==> config.mk <==
export PLATFORM = sky130hd
export DESIGN_NAME = mem_arbiter
export DESIGN_NICKNAME = d
export VERILOG_FILES = /design/src/rtl/mem_arbiter.sv
export SDC_FILE = /design/constraint.sdc
export NUM_CORES = 1
export LEC_CHECK = 0
export CELL_PAD_IN_SITES_DETAIL_PLACEMENT = 0
export CELL_PAD_IN_SITES_GLOBAL_PLACEMENT = 1
export CORE_MARGIN = 8
export CORE_UTILIZATION = 23
export CTS_BUF_LIST = sky130_fd_sc_hd__clkbuf_2
export DETAILED_ROUTE_END_ITERATION = 7
export GPL_TIMING_DRIVEN = 0
export HOLD_SLACK_MARGIN = 0.15
export PLACE_DENSITY = 0.85
export SETUP_SLACK_MARGIN = 0.05
export SLEW_MARGIN = 20
export SYNTH_ARGS = -nofsm -noshare
export SYNTH_HDL_FRONTEND = slang
export SYNTH_SLANG_ARGS = --single-unit
==> constraint.sdc <==
create_clock -name clk -period 1.8 [get_ports clk]
set_clock_uncertainty 0.05 [all_clocks]
set_input_delay 0.36 -clock clk [delete_from_list [all_inputs] [get_ports clk]]
set_output_delay 0.36 -clock clk [all_outputs]
set_load 0.01 [all_outputs]
==> src/rtl/mem_arbiter.sv <==
// mem_arbiter: round-robin two-requester arbiter with one outstanding transaction to the mmu port.
// Optional BUSY watchdog compiled in with MEM_ARBITER_TIMEOUT_EN.
module mem_arbiter #(
  parameter int unsigned TIMEOUT_CYCLES = 1024
) (
  input  logic        clk,
  input  logic        rst,
  input  logic        r0_req_i,
  input  logic [31:0] r0_addr_i,
  input  logic        r0_we_i,
  input  logic [3:0]  r0_be_i,
  input  logic [31:0] r0_wdata_i,
  output logic        r0_gnt_o,
  output logic        r0_rvalid_o,
  output logic        r0_err_o,
  output logic [31:0] r0_rdata_o,
  input  logic        r1_req_i,
  input  logic [31:0] r1_addr_i,
  input  logic        r1_we_i,
  input  logic [3:0]  r1_be_i,
  input  logic [31:0] r1_wdata_i,
  output logic        r1_gnt_o,
  output logic        r1_rvalid_o,
  output logic        r1_err_o,
  output logic [31:0] r1_rdata_o,
  output logic        mem_req_o,
  output logic [31:0] mem_addr_o,
  output logic        mem_we_o,
  output logic [3:0]  mem_be_o,
  output logic [31:0] mem_wdata_o,
  input  logic        mem_rvalid_i,
  input  logic        mem_err_i,
  input  logic [31:0] mem_rdata_i
);
  typedef enum logic {IDLE, BUSY} state_t;
  state_t      state_q, state_d;
  logic        owner_q, last_q, pick, start, done, busy, tmo, rsp_err;
  logic [31:0] addr_q, wdata_q;
  logic        we_q;
  logic [3:0]  be_q;
  if (TIMEOUT_CYCLES < 2 || TIMEOUT_CYCLES > 65535) begin : g_bad_timeout
    $error("mem_arbiter: TIMEOUT_CYCLES out of range");
  end
  // Outputs are gated by rst so everything reads 0 in the reset cycle itself.
  assign busy  = rst && state_q == BUSY;
  assign start = rst && state_q == IDLE && (r0_req_i || r1_req_i);
  assign pick  = (r0_req_i && r1_req_i) ? !last_q : r1_req_i;
`ifdef MEM_ARBITER_TIMEOUT_EN
  logic [15:0] cnt_q;
  assign tmo = busy && !mem_rvalid_i && cnt_q == 16'(TIMEOUT_CYCLES - 1);
`else
  assign tmo = 1'b0;
`endif
  assign done    = busy && (mem_rvalid_i || tmo);
  assign state_d = start ? BUSY : done ? IDLE : state_q;
  assign rsp_err = mem_rvalid_i ? mem_err_i : 1'b1;
  assign r0_gnt_o    = start && !pick;
  assign r1_gnt_o    = start && pick;
  assign r0_rvalid_o = done && !owner_q;
  assign r1_rvalid_o = done && owner_q;
  assign r0_err_o    = r0_rvalid_o && rsp_err;
  assign r1_err_o    = r1_rvalid_o && rsp_err;
  assign r0_rdata_o  = (r0_rvalid_o && mem_rvalid_i) ? mem_rdata_i : '0;
  assign r1_rdata_o  = (r1_rvalid_o && mem_rvalid_i) ? mem_rdata_i : '0;
  assign mem_req_o   = busy && !tmo;
  assign mem_addr_o  = mem_req_o ? addr_q : '0;
  assign mem_we_o    = mem_req_o && we_q;
  assign mem_be_o    = mem_req_o ? be_q : '0;
  assign mem_wdata_o = mem_req_o ? wdata_q : '0;
  always_ff @(posedge clk) begin
    if (!rst) begin
      state_q <= IDLE;
      owner_q <= 1'b0;
      last_q  <= 1'b1;
      addr_q  <= '0;
      we_q    <= 1'b0;
      be_q    <= '0;
      wdata_q <= '0;
`ifdef MEM_ARBITER_TIMEOUT_EN
      cnt_q   <= '0;
`endif
    end else begin
      state_q <= state_d;
      if (start) begin
        owner_q <= pick;
        last_q  <= pick;
        addr_q  <= pick ? r1_addr_i : r0_addr_i;
        we_q    <= pick ? r1_we_i : r0_we_i;
        be_q    <= pick ? r1_be_i : r0_be_i;
        wdata_q <= pick ? r1_wdata_i : r0_wdata_i;
      end
`ifdef MEM_ARBITER_TIMEOUT_EN
      if (start) cnt_q <= '0;
      else if (busy) cnt_q <= cnt_q + 16'd1;
`endif
    end
  end
endmodule

==> impl_metrics.csv <==
group,metric,value,unit
status,status,"finished, violations left",
status,violations,"negative setup slack",
clock_tree,cts_root_buf,"clkbuf_2",
power,leakage,3.76,nW
power,switching_share,30.0,%
logic_synthesis,yosysUniqueCellTypes,22,
floorplan,rows,48,
floorplan,dieHeight,147,um
route,vias,5285,
logic_synthesis,synth_edf_count,0,
timing,setup_viol,140,
critical_path,crit_fanout,6,
placement,dp_cells,1034,
logic_synthesis,synth_largest_area_cell,"dfxtp_1",
finish,nFillCells,1687,
grt,grt_max_degree,20,
finish,layout.nets,1029,
grt,grt_antenna_before_repair,1,
finish,instances_no_fill,1082,
timing,tightest_slew,513,ps
timing,fin_ws,-456,ps
timing,fin_crit,2260,ps
route,dr.pass1.iters,5,
power,power_density,481,nW/um^2
route,wl_per_cell,20.4,um
logic_synthesis,synth_top_area_share,36.3,%
timing,hold_violations,0,
finish,antenna_cells,0,
finish,drive_above_1_share,40.6,%
power,pwr-share-seq,43.9,%
critical_path,start_kind,"flip-flop",
min_path,min_to,"owner_q",
route,drtIter0Drc,186,
power,p_int,2.91,mW
logic_synthesis,avgSynthCellArea,8.02,um^2
min_path,hp-class,"in -> reg",
floorplan,fp.dieArea,21700,um^2
critical_path,crit_chain,"and2_4 > and3_4 > clkbuf_16 > clkbuf_16 > and2_4 > buf_6",
logic_synthesis,syn-num-nets,671,
logic_synthesis,synth_cells,495,
critical_path,r2r_cells,5,
power,finalPower,4.16,mW
timing,rsz0062_at_grt,"yes",
finish,syn_to_final_growth,118,%
timing,fin_setup_tns,-44510,ps
floorplan,dieWidth,147,um
route,vias_per_cell,4.88,
critical_path,r2r-start,"state_q",
timing,finalCritPeriodShare,125,%
critical_path,critPathRequiredTime,1390,ps
logic_synthesis,synthTopCellsByCount,"72 x dfxtp_1, 71 x nand2_1, 71 x nor3_1, 70 x and3_1, 69 x a221o_1",
min_path,hold_depth,3,
clock_tree,clkLatencyLatePin,530,ps
min_path,hp-start,"rst",
clock_tree,cts.htree.levels,3,
route,antenna_left,0,
power,combPwrFrac,34.0,%
power,power_switching,1.25,mW
run,max-cap-violations,0,
clock_tree,cts.sinks,72,
logic_synthesis,synth-main-ff-cell,"dfxtp_1",
timing,report.final.slew_viol_count,0,
placement,gp_congestion,0.832,
logic_synthesis,synth_seq_area_share,36.3,%
logic_synthesis,synthTopCellsByArea,"dfxtp_1 36%, a221o_1 17%, and3_1 11%",
logic_synthesis,synth_seq_cells,72,
power,ir_drop,0.287,mV
grt,grt_pass1_wl,32800,um
critical_path,endpoint_kind,"output pin",
finish,multiInputGateArea,2720,um^2
grt,grt_pass1_vias,5348,
critical_path,crit_type,"reg -> out",
clock_tree,path_clk_slew,190,ps
placement,dpl.hpwl,16200,um
timing,whs,224,ps
floorplan,coreArea,17100,um^2
clock_tree,cts_tree,"yes",
critical_path,arrival,1850,ps
route,drc,0,
placement,io_buffers,314,
finish,ff_latch_area,1450,um^2
logic_synthesis,synthMostInstantiatedCell,"dfxtp_1",
logic_synthesis,syn_area,3970,um^2
timing,fmax,443,MHz
grt,grt_overflow_total,0,
critical_path,crit_path_top_delay_cell,"dfxtp_4",
logic_synthesis,async_flop_share,0,%
critical_path,r2r_setup_slack,150,ps
route,wl,22100,um
floorplan,ios,316,
clock_tree,numCtsBuffers,9,
logic_synthesis,ys_warn_count,0,
clock_tree,clock_path_buffers,2,
timing,maxSlewHeadroom,65.8,%
critical_path,slowest_delay,400,ps
critical_path,timing.rr.end,"wdata_q[18]",
floorplan,start_util,23.2,%
grt,grt_usage,19.3,%
power,p_clk_share,22.0,%
layout by cell type, fill, tap and decap left out, types with 2 or more instances in the layout:
master           netlist  layout
and3_1                70       3
buf_12                 0       3
clkdlybuf4s50_1        0     174
nand2b_4               0       2
nor3_1                71      69
buf_6                  2     119
and3_4                 0      67
and2_4                 0      34
dfxtp_1               72      70
and2_1                67      33
nor3_2                 0       2
buf_8                  0      21
buf_1                  2       2
a221o_1               69      69
clkbuf_1              36       9
buf_2                 21      47
clkinv_2               0       3
buf_4                  1      11
clkbuf_2               0      22
nand2_1               71      71
clkbuf_8               0       2
clkbuf_4               0       2
clkbuf_16              0       6
worst max-delay path by stage:
stage                        start        endpoint  slack [ps]  cells past startpoint
final                      state_q  r1_rdata_o[30]        -460                      6
after global routing       state_q  r1_rdata_o[30]        -560                      6
after CTS                  state_q   r1_rdata_o[6]        -560                      6
after detailed placement  r1_req_i        r1_gnt_o       -1250                      5
after global placement    r1_req_i        r1_gnt_o       -1230                      5
after floorplan                rst  r1_rdata_o[22]          60                      6
cell families after synthesis:
family	after synthesis	synth area share [%]
AND/OR/NAND/NOR	285	38.0
AO/OA/AOI/OAI	75	18.6
flip-flops	72	36.3
buffers and inverters	63	7.09
area by class of cell:
class                      count  share of cell area [%]
buffer                        59                    6.19
tap                          225                    3.26
clock buffer                  10                   0.579
sequential                    72                    16.7
timing repair buffer         350                    41.2
clock inverter                 5                   0.564
inverter                       1                  0.0434
multi-input combinational    360                    31.5
state kept, by name, summed over array words and instances (netlist names):
name	count
state_q	1
addr_q	32
last_q	1
we_q	1
owner_q	1
wdata_q	32
be_q	4
worst max-delay path: cells and delay by family (launching register included):
| family | cells | cell delay, ps |
|---|---|---|
| buffers and inverters | 3 | 430 |
| DFF | 1 | 400 |
| and+or+nand+nor | 3 | 480 |
through the flow:
step                      setup slack [ps]  utilization [%]  area (um^2)
final                                 -456             50.5         8650
after global routing                  -560             50.5         8650
after CTS                             -557             46.1         7890
after detailed placement             -1250             43.2         7400
after global placement               -1230             43.2         7400
after floorplan                       62.5                -         3980
what timing repair did:
| action | in CTS | in global routing |
|---|---|---|
| setup buffers | 15 | 7 |
| hold buffers | 0 | 0 |
| setup endpoints to repair | 209 | 198 |
| pin swaps | 24 | 4 |
| gates cloned | 11 | 4 |
| resized for setup | 765 | 165 |
layer usage:
metal | global-route usage, % | vias to the layer above | share of wire [%]
li1 | - | 2530 | -
met1 | 21.7 | 2482 | 40
met2 | 32.2 | 238 | 49
met3 | 6.85 | 33 | 8.2
met4 | 8.41 | 2 | 3.2
met5 | 0 | - | 0.045
power by group through the flow:
stage | clock (mW) | sequential, mW | combinational, mW
floorplan | 0 | 1.82 | 0.458
global placement | 0 | 1.84 | 1.12
detailed placement | 0 | 1.84 | 1.12
CTS | 0.964 | 1.82 | 1.29
global route | 1.03 | 1.84 | 1.51
finish | 0.915 | 1.83 | 1.41
Power figures use the tool's default switching activity.
